<file path="src/rtl/ctr_job_if.sv">
// Job sequencer bus bundle: plaintext FIFO read side, cipher core launch/return,
// and the ciphertext valid/ready output stream.
interface ctr_job_if #(
    parameter int DATA_W = 128
);
    logic              fifo_empty;
    logic [DATA_W-1:0] fifo_rdata;
    logic              fifo_pop;
    logic              core_start;
    logic [DATA_W-1:0] core_key;
    logic [DATA_W-1:0] core_blk;
    logic              core_done;
    logic [DATA_W-1:0] core_ks;
    logic              out_valid;
    logic              out_ready;
    logic [DATA_W-1:0] out_data;
    logic [DATA_W-1:0] out_dest;

    modport master (
        input  fifo_empty, fifo_rdata, core_done, core_ks, out_ready,
        output fifo_pop, core_start, core_key, core_blk, out_valid, out_data, out_dest
    );

    modport slave (
        output fifo_empty, fifo_rdata, core_done, core_ks, out_ready,
        input  fifo_pop, core_start, core_key, core_blk, out_valid, out_data, out_dest
    );
endinterface

</file>
<file path="src/rtl/ctr_job_sequencer.sv">
// CTR-mode job sequencer: pops plaintext, launches the cipher core on nonce+count,
// and emits plaintext^keystream with its destination on a valid/ready port.
module ctr_job_sequencer #(
    parameter int DATA_W = 128,
    parameter int CNT_W  = 8,
    parameter int TO_W   = 6
) (
    input  logic              HCLK,
    input  logic              HRESETn,
    input  logic              key_wr,
    input  logic              nonce_wr,
    input  logic              dest_wr,
    input  logic [DATA_W-1:0] key_in,
    input  logic [DATA_W-1:0] nonce_in,
    input  logic [DATA_W-1:0] dest_in,
    input  logic              abort,
    input  logic              err_clr,
    ctr_job_if.master         job,
    output logic              busy,
    output logic              cfg_err,
    output logic              ctr_err,
    output logic              to_err
);
    typedef enum logic [2:0] {
        ST_IDLE   = 3'd0,
        ST_POP    = 3'd1,
        ST_LAUNCH = 3'd2,
        ST_WAIT   = 3'd3,
        ST_EMIT   = 3'd4
    } state_t;

    localparam logic [CNT_W-1:0] CNT_MAX = {CNT_W{1'b1}};
    localparam logic [TO_W-1:0]  TO_MAX  = {TO_W{1'b1}};

    state_t            state_r;
    logic [DATA_W-1:0] key_r, nonce_r, dest_r, pt_r;
    logic              key_v_r, nonce_v_r, dest_v_r;
    logic [CNT_W-1:0]  blk_cnt_r;
    logic              exhausted_r;
    logic [TO_W-1:0]   wdog_r;
    logic              fifo_pop_r, core_start_r, out_valid_r, busy_r;
    logic [DATA_W-1:0] core_key_r, core_blk_r, out_data_r, out_dest_r;
    logic              cfg_err_r, ctr_err_r, to_err_r;

    logic launch_ok_s, cfg_wr_s, done_evt_s, timeout_evt_s, wrap_evt_s;

    assign launch_ok_s   = key_v_r & nonce_v_r & dest_v_r & ~job.fifo_empty & ~exhausted_r & ~abort;
    assign cfg_wr_s      = key_wr | nonce_wr | dest_wr;
    // abort suppresses both core events so an in-flight result is dropped
    assign done_evt_s    = (state_r == ST_WAIT) & job.core_done & ~abort;
    assign timeout_evt_s = (state_r == ST_WAIT) & ~job.core_done & (wdog_r == TO_MAX) & ~abort;
    assign wrap_evt_s    = done_evt_s & (blk_cnt_r == CNT_MAX) & ~nonce_wr;

    // Configuration registers and their written-since-abort flags
    always_ff @(posedge HCLK or negedge HRESETn) begin
        if (!HRESETn) begin
            key_r     <= {DATA_W{1'b0}};
            nonce_r   <= {DATA_W{1'b0}};
            dest_r    <= {DATA_W{1'b0}};
            key_v_r   <= 1'b0;
            nonce_v_r <= 1'b0;
            dest_v_r  <= 1'b0;
        end else begin
            if (key_wr)   key_r   <= key_in;
            if (nonce_wr) nonce_r <= nonce_in;
            if (dest_wr)  dest_r  <= dest_in;
            if (abort) begin
                key_v_r   <= 1'b0;
                nonce_v_r <= 1'b0;
                dest_v_r  <= 1'b0;
            end else begin
                if (key_wr)   key_v_r   <= 1'b1;
                if (nonce_wr) nonce_v_r <= 1'b1;
                if (dest_wr)  dest_v_r  <= 1'b1;
            end
        end
    end

    // Per-nonce block counter; a new nonce restarts the sequence
    always_ff @(posedge HCLK or negedge HRESETn) begin
        if (!HRESETn) begin
            blk_cnt_r   <= {CNT_W{1'b0}};
            exhausted_r <= 1'b0;
        end else if (nonce_wr) begin
            blk_cnt_r   <= {CNT_W{1'b0}};
            exhausted_r <= 1'b0;
        end else if (done_evt_s) begin
            blk_cnt_r <= blk_cnt_r + {{(CNT_W-1){1'b0}}, 1'b1};
            if (blk_cnt_r == CNT_MAX) exhausted_r <= 1'b1;
        end
    end

    // Sticky error flags; a same-cycle set overrides err_clr
    always_ff @(posedge HCLK or negedge HRESETn) begin
        if (!HRESETn) begin
            cfg_err_r <= 1'b0;
            ctr_err_r <= 1'b0;
            to_err_r  <= 1'b0;
        end else begin
            cfg_err_r <= (cfg_wr_s && state_r != ST_IDLE) ? 1'b1 : (err_clr ? 1'b0 : cfg_err_r);
            ctr_err_r <= wrap_evt_s    ? 1'b1 : (err_clr ? 1'b0 : ctr_err_r);
            to_err_r  <= timeout_evt_s ? 1'b1 : (err_clr ? 1'b0 : to_err_r);
        end
    end

    // Job FSM with registered handshake and datapath outputs
    always_ff @(posedge HCLK or negedge HRESETn) begin
        if (!HRESETn) begin
            state_r      <= ST_IDLE;
            pt_r         <= {DATA_W{1'b0}};
            wdog_r       <= {TO_W{1'b0}};
            fifo_pop_r   <= 1'b0;
            core_start_r <= 1'b0;
            core_key_r   <= {DATA_W{1'b0}};
            core_blk_r   <= {DATA_W{1'b0}};
            out_valid_r  <= 1'b0;
            out_data_r   <= {DATA_W{1'b0}};
            out_dest_r   <= {DATA_W{1'b0}};
            busy_r       <= 1'b0;
        end else if (abort) begin
            state_r      <= ST_IDLE;
            fifo_pop_r   <= 1'b0;
            core_start_r <= 1'b0;
            out_valid_r  <= 1'b0;
            busy_r       <= 1'b0;
        end else begin
            case (state_r)
                ST_IDLE: begin
                    if (launch_ok_s) begin
                        state_r    <= ST_POP;
                        fifo_pop_r <= 1'b1;
                        busy_r     <= 1'b1;
                    end
                end
                ST_POP: begin
                    fifo_pop_r   <= 1'b0;
                    pt_r         <= job.fifo_rdata;
                    core_key_r   <= key_r;
                    core_blk_r   <= nonce_r + {{(DATA_W-CNT_W){1'b0}}, blk_cnt_r};
                    out_dest_r   <= dest_r;
                    core_start_r <= 1'b1;
                    state_r      <= ST_LAUNCH;
                end
                ST_LAUNCH: begin
                    core_start_r <= 1'b0;
                    wdog_r       <= {TO_W{1'b0}};
                    state_r      <= ST_WAIT;
                end
                ST_WAIT: begin
                    if (job.core_done) begin
                        out_data_r  <= pt_r ^ job.core_ks;
                        out_valid_r <= 1'b1;
                        state_r     <= ST_EMIT;
                    end else if (wdog_r == TO_MAX) begin
                        state_r <= ST_IDLE;
                        busy_r  <= 1'b0;
                    end else begin
                        wdog_r <= wdog_r + {{(TO_W-1){1'b0}}, 1'b1};
                    end
                end
                ST_EMIT: begin
                    if (out_valid_r && job.out_ready) begin
                        out_valid_r <= 1'b0;
                        if (launch_ok_s) begin
                            state_r    <= ST_POP;
                            fifo_pop_r <= 1'b1;
                        end else begin
                            state_r <= ST_IDLE;
                            busy_r  <= 1'b0;
                        end
                    end
                end
                default: begin
                    state_r      <= ST_IDLE;
                    fifo_pop_r   <= 1'b0;
                    core_start_r <= 1'b0;
                    out_valid_r  <= 1'b0;
                    busy_r       <= 1'b0;
                end
            endcase
        end
    end

    assign job.fifo_pop   = fifo_pop_r;
    assign job.core_start = core_start_r;
    assign job.core_key   = core_key_r;
    assign job.core_blk   = core_blk_r;
    assign job.out_valid  = out_valid_r;
    assign job.out_data   = out_data_r;
    assign job.out_dest   = out_dest_r;
    assign busy           = busy_r;
    assign cfg_err        = cfg_err_r;
    assign ctr_err        = ctr_err_r;
    assign to_err         = to_err_r;
endmodule

</file>
<file path="src/flat_wrapper.sv">
// flat-port wrapper written by rule: the top's interface ports become plain ports
module ctr_job_sequencer_flat 
#(
    parameter int DATA_W = 128,
    parameter int CNT_W  = 8,
    parameter int TO_W   = 6
)
  (HCLK, HRESETn, key_wr, nonce_wr, dest_wr, key_in, nonce_in, dest_in, abort, err_clr, busy, cfg_err, ctr_err, to_err, job_fifo_empty, job_fifo_rdata, job_core_done, job_core_ks, job_out_ready, job_fifo_pop, job_core_start, job_core_key, job_core_blk, job_out_valid, job_out_data, job_out_dest);
  ctr_job_if #(.DATA_W(DATA_W)) job_i ();
  input  logic HCLK;
  input  logic HRESETn;
  input  logic key_wr;
  input  logic nonce_wr;
  input  logic dest_wr;
  input  logic [DATA_W-1:0] key_in;
  input  logic [DATA_W-1:0] nonce_in;
  input  logic [DATA_W-1:0] dest_in;
  input  logic abort;
  input  logic err_clr;
  output logic busy;
  output logic cfg_err;
  output logic ctr_err;
  output logic to_err;
  input wire logic [$bits(job_i.fifo_empty)-1:0] job_fifo_empty;
  input wire logic [$bits(job_i.fifo_rdata)-1:0] job_fifo_rdata;
  input wire logic [$bits(job_i.core_done)-1:0] job_core_done;
  input wire logic [$bits(job_i.core_ks)-1:0] job_core_ks;
  input wire logic [$bits(job_i.out_ready)-1:0] job_out_ready;
  output wire logic [$bits(job_i.fifo_pop)-1:0] job_fifo_pop;
  output wire logic [$bits(job_i.core_start)-1:0] job_core_start;
  output wire logic [$bits(job_i.core_key)-1:0] job_core_key;
  output wire logic [$bits(job_i.core_blk)-1:0] job_core_blk;
  output wire logic [$bits(job_i.out_valid)-1:0] job_out_valid;
  output wire logic [$bits(job_i.out_data)-1:0] job_out_data;
  output wire logic [$bits(job_i.out_dest)-1:0] job_out_dest;
  assign job_i.fifo_empty = job_fifo_empty;
  assign job_i.fifo_rdata = job_fifo_rdata;
  assign job_i.core_done = job_core_done;
  assign job_i.core_ks = job_core_ks;
  assign job_i.out_ready = job_out_ready;
  assign job_fifo_pop = job_i.fifo_pop;
  assign job_core_start = job_i.core_start;
  assign job_core_key = job_i.core_key;
  assign job_core_blk = job_i.core_blk;
  assign job_out_valid = job_i.out_valid;
  assign job_out_data = job_i.out_data;
  assign job_out_dest = job_i.out_dest;
  ctr_job_sequencer #(.DATA_W(DATA_W), .CNT_W(CNT_W), .TO_W(TO_W)) u_core (.HCLK(HCLK), .HRESETn(HRESETn), .key_wr(key_wr), .nonce_wr(nonce_wr), .dest_wr(dest_wr), .key_in(key_in), .nonce_in(nonce_in), .dest_in(dest_in), .abort(abort), .err_clr(err_clr), .job(job_i), .busy(busy), .cfg_err(cfg_err), .ctr_err(ctr_err), .to_err(to_err));
endmodule
</file>
<file path="config.mk">
export PLATFORM = sky130hd
export DESIGN_NAME = ctr_job_sequencer_flat
export DESIGN_NICKNAME = d
export VERILOG_FILES = /design/src/rtl/ctr_job_if.sv /design/src/rtl/ctr_job_sequencer.sv /design/src/flat_wrapper.sv
export SDC_FILE = /design/constraint.sdc
export NUM_CORES = 2
export LEC_CHECK = 0
export ABC_CLOCK_PERIOD_IN_PS = 7000
export BUFFER_PORTS_ARGS = -buffer_cell sky130_fd_sc_hd__buf_4
export CAP_MARGIN = 5
export CORE_AREA = 2 2 461 463
export CTS_CLUSTER_SIZE = 25
export DETAILED_ROUTE_END_ITERATION = 8
export DIE_AREA = 0 0 463 465
export HOLD_SLACK_MARGIN = 0.12
export PLACE_DENSITY = 0.36
export SYNTH_ARGS = -nofsm -noshare
export SYNTH_HDL_FRONTEND = slang
export SYNTH_SLANG_ARGS = --single-unit
</file>
<file path="constraint.sdc">
create_clock -name HCLK -period 7 [get_ports HCLK]
set_clock_uncertainty 0.15 [all_clocks]
set_input_delay 1.4 -clock HCLK [delete_from_list [all_inputs] [get_ports HCLK]]
set_output_delay 1.4 -clock HCLK [all_outputs]
set_load 0.02 [all_outputs]
</file>
# Word level (Yosys, flattened, before mapping)
# Index checks and enable logic that the tools add are counted.
[word_totals]
reg_bits = 1052
in_bits = 650
elab_cells = 131
[classes]
n_addsub = 3
eq_ne = 19
mux = 42
n_bitwise = 20
n_reduce_logical = 25
[op_table]
columns = ["op", "count"]
rows = [
  ["128-bit by 8-bit adder with 128-bit output", 1],
  ["128-bit XOR", 1],
  ["1-bit 2-to-1 mux", 27],
  ["2-bit nonzero test", 9],
  ["8-bit 2-to-1 mux", 2],
  ["3-bit 2-to-1 mux", 5],
  ["3-bit one-hot mux with 5 select lines", 1],
  ["1-bit bitwise AND", 12],
  ["6-bit 2-to-1 mux", 2],
  ["3-bit != test, second input constant", 4],
  ["6-bit one-hot mux with 2 select lines", 1],
  ["3-bit AND reduction", 3],
  ["8-bit by 1-bit adder with 8-bit output, second input constant", 1],
  ["8-bit == test, second input constant", 1],
  ["2-bit by 1-bit != test with 1-bit output, second input constant", 4],
  ["6-bit by 1-bit adder with 6-bit output, second input constant", 1],
  ["3-bit by 2-bit == test with 1-bit output, second input constant", 2],
  ["6-bit == test, second input constant", 1],
  ["3-bit by 2-bit != test with 1-bit output, second input constant", 2],
  ["1-bit one-hot mux with 3 select lines", 2],
  ["2-bit AND reduction", 3],
  ["6-bit AND reduction", 1],
  ["3-bit OR reduction", 2],
  ["1-bit inverter", 5],
  ["other kinds (12)", 16],
]

# Depth between registers and ports, before layout
[depth]
word_depth = 9
ltp_mapped = 10
depth_no_buf = 9

# Least setup slack after synthesis
# Ideal clock, no wire load.
[synth_timing]
path_kind = "register -> register"
start = "reg u_core.nonce_r[43]"
end = "reg u_core.core_blk_r[114] (netlist: u_core.job.core_blk[114])"
setup_time_ns = 0.129
arrival_ns = 2.810
required_ns = 6.721
path_slack_ns = 3.911
stages_incl_launch_ff = 11
path_cell_list = "dfrtp_1 nand4_2 or4_1 clkbuf_2 or4_1 buf_2 or3_1 buf_6 nor4_4 xnor2_1 o21ai_1"
[synth_between]
elab_chain_len = 1
[synth_rtl]
columns = ["element", "line_no", "text"]
rows = [
  ["from (decl)", "ctr_job_sequencer.sv:36", "logic [DATA_W-1:0] key_r, nonce_r, dest_r, pt_r;"],
  ["from (signal assigned)", "ctr_job_sequencer.sv:58", "nonce_r <= {DATA_W{1'b0}};"],
  ["from (signal assigned)", "ctr_job_sequencer.sv:65", "if (nonce_wr) nonce_r <= nonce_in;"],
  ["128-bit by 8-bit adder with 128-bit output", "ctr_job_sequencer.sv:139", "core_blk_r <= nonce_r + {{(DATA_W-CNT_W){1'b0}}, blk_cnt_r};"],
  ["to (signal assigned)", "ctr_job_sequencer.sv:115", "core_blk_r <= {DATA_W{1'b0}};"],
  ["to (signal assigned)", "ctr_job_sequencer.sv:139", ""],
  ["to (decl)", "ctr_job_sequencer.sv:42", "logic [DATA_W-1:0] core_key_r, core_blk_r, out_data_r, out_dest_r;"],
]
# Every way passes these cells.
# A chain may end at the register's enable or synchronous reset.

# Worst setup path after layout
[layout_timing]
start = "reg u_core.blk_cnt_r[7]"
end = "reg u_core.core_blk_r[108] (netlist: u_core.job.core_blk[108])"
[layout_between]
elab_chain_len = 1
[layout_rtl]
columns = ["element", "line_no", "text"]
rows = [
  ["from (decl)", "ctr_job_sequencer.sv:38", "logic [CNT_W-1:0] blk_cnt_r;"],
  ["from (signal assigned)", "ctr_job_sequencer.sv:82", "blk_cnt_r <= {CNT_W{1'b0}};"],
  ["from (signal assigned)", "ctr_job_sequencer.sv:85", "blk_cnt_r <= {CNT_W{1'b0}};"],
  ["from (signal assigned)", "ctr_job_sequencer.sv:88", "blk_cnt_r <= blk_cnt_r + {{(CNT_W-1){1'b0}}, 1'b1};"],
  ["128-bit by 8-bit adder with 128-bit output", "ctr_job_sequencer.sv:139", ""],
]
# Every way passes these cells.

==> flow_summary.ini <==
[synth]
ys_ff_latch = 1052
synth_cells = 4081
synth_top_family_by_area = simple AND/OR/NAND/NOR gates
synth.cell_area_mm2 = 0.0430
synthAdderAreaFrac_pct = 0.361
synth_warnings = 0
synth.avg_cell_area_um2 = 10.5
synth_ff_type = dfrtp_1
async_flop_share_pct = 100
synth-compound-area-share_pct = 3.84
yosys.cell_types.count = 50
synthMuxAreaShare_pct = 9.74
synthSimpleGateAreaFrac_pct = 17.6
synth_xor_area_share_pct = 5.19
synth-edff-count = 0
syn_nets = 4742
yosysSeqAreaShare_pct = 61.2

[critical_path]
r2r_slack_ns = 3.04
cp_data_required_time_ns = 7.46
reg2reg_to = u_core.job.core_blk[108]
cp_max_fo = 6
rr_startpoint = u_core.blk_cnt_r[7]
worstSetupEndpointType = flip-flop
start_kind = flip-flop
ff2ff_path_depth = 8
crit_arrival_ns = 4.42
path_class = flip-flop to flip-flop

[route]
vias = 33400
dr.pass1.iters = 5
drc = 0
routedWlPerCell_um = 23.0
viasPerCell = 4.09
ant_nets = 0
drt_iter0_markers = 1856
routed_wirelength_um = 188000

[clock_network]
cts_htree_levels = 4
clock_latency_ns = 0.79
cts_setup_buffers = 0
cts_buffer_depth = 3
cts_resized = 0
postCtsHoldBufs = 0
cts_root_buf = clkbuf_16
cts_tree = yes
cts_buffers = 137
cts_sinks = 1052
clkSlewWorstSetupHoldPaths_ns = 0.06

[global_route]
track_usage_pct = 17.0
antenna_found_initial = 39
grt_pass1_wl_um = 265000
grt_pass1_vias = 34200
grt_max_degree = 179
grt-ovfl-total = 0

[floorplanning]
coreArea_mm2 = 0.211
die_y_um = 465
rows = 169
die_w_um = 463
dieArea_mm2 = 0.215
initial_utilization_pct = 20.4
pin_count = 1169

[placement]
io_buffers = 1168
dp_slack_ns = 3.13
dp_cells = 7900
place_congestion = 0.847
post-dp-hpwl_um = 140000

[power_and_ir_drop]
p_per_area_mw_per_mm2 = 313
max-vdd-ir-drop_v = 0.000243
p_leak_nw = 28.4

[timing]
relSlewSlack_pct = 17.6
report.final.setup_viol = 0
holdWs_ns = 0.294
drv_slew = 0
post-route-period-util_pct = 56.6
finalCriticalPeriod_ns = 3.96
tns_ns = 0
tightest_slew_ns = 1.24
fmax_mhz = 252
timing.final.ws_setup_ns = 3.04
hold_viol = 0
rsz0062_at_grt = false

[job]
maxCapViolCount = 0

[layout]
drive_above_1_share_pct = 34.0
layout-area-overhead-vs-synth_pct = 38.7
final_cell_count_no_fill = 8159
layout_common_cells = 1370 x nand2_1, 1185 x buf_4, 1052 x dfrtp_1, 372 x mux2_2, 210 x xnor2_1
mostFrequentLayoutCell = nand2_1
final_nets = 5879

[worst_hold_path]
hold-path-endpoint = u_core.job.out_dest[46]
hp-start = u_core.dest_r[46]
hold_path.class = flip-flop to flip-flop
min_path_cells = 2

[outcome]
status = completed
-- layout make-up --
class                   count  area (um^2)
inverters                  21         78.8
flip-flops and latches   1052        26300
well taps                2821         3530
clock buffers             202         4060
multi-input cells        2799        15800
diodes                     19         47.5
clock inverters            38          464
fillers                 22500       151000
repair buffers           1207         9310
-- routing by layer --
layer | vias up | track usage (%) | share of wire (%)
li1 | 15700 | - | -
met4 | 26 | 4.45 | 2.2
met1 | 16500 | 20.4 | 41
met5 | - | 0 | 0.082
met2 | 975 | 27.8 | 48
met3 | 235 | 7.43 | 9.2
-- how the worst max path moves through the flow --
stage,from,end,slack [ns],cells past startpoint
2_1_floorplan,u_core.nonce_r[43],u_core.job.core_blk[114],3.91,10
3_3_place_gp,abort,u_core.blk_cnt_r[7],3.14,6
3_5_place_dp,abort,u_core.blk_cnt_r[7],3.13,6
4_1_cts,u_core.blk_cnt_r[7],u_core.job.core_blk[108],3.14,8
5_1_grt,u_core.blk_cnt_r[7],u_core.job.core_blk[92],2.92,8
6_report,u_core.blk_cnt_r[7],u_core.job.core_blk[108],3.04,8
-- power breakdown --
| part | internal, mW | switching, mW |
|---|---|---|
| Clock | 4.21 | 2.95 |
| Combinational | 1.61 | 2.11 |
| Sequential | 7.07 | 0.727 |
-- stage by stage --
step                area [um^2]  power (mW)  utilization, %
floorplan                 43000        9.47               -
global placement          55100        11.7            26.1
finish                    59600        18.7            28.3
detailed placement        55100        11.7            26.1
global route              59600        19.7            28.3
CTS                       59600        19.1            28.3
-- kinds of logic (layout without fill, tap and decap cells) --
| family | count (synthesis) | in the layout |
|---|---|---|
| AOI/OAI and AO/OA | 318 | 318 |
| xor gates and xnor gates | 255 | 255 |
| and+or+nand+nor | 1842 | 1842 |
| other | 0 | 19 |
| DFF | 1052 | 1052 |
| muxes | 372 | 372 |
| adders and majority gates | 12 | 12 |
| buffers and inverters | 230 | 1468 |
-- synthesized netlist by cell type, types with 16 or more instances --
cell type  count  share of area (%)
inv_1         21               0.18
nand2_1     1370                 12
nand4_1       52               0.76
nor2_1       192                1.7
and3_1        16               0.23
nor3_1        54               0.63
dfrtp_1     1052                 61
nor4_1        30               0.44
clkbuf_1     194                1.7
xor2_1        45               0.92
a21oi_1      143                1.7
xnor2_1      210                4.3
nand3_1       66               0.77
o21ai_0      153                1.8
mux2_2       372                9.7
-- critical path, stage by stage, from the launching register on --
cell	delay (ns)
dfrtp_1	0.42
ha_1	0.40
o21ai_0	0.15
a21oi_1	0.62
nand4_1	0.47
or4_1	0.85
nor4_1	0.45
xnor2_1	0.18
o21ai_0	0.09
-- registers in the layout (all words and copies together), names as in the netlist, 3 cells and up --
register / flops
u_core.pt_r: 128
u_core.blk_cnt_r: 8
u_core.job.out_dest: 128
u_core.job.core_key: 128
u_core.dest_r: 128
u_core.nonce_r: 128
u_core.key_r: 128
u_core.job.out_data: 128
u_core.wdog_r: 6
u_core.job.core_blk: 128
u_core.state_r: 3
No activity file was read; power rests on OpenSTA's default activity.
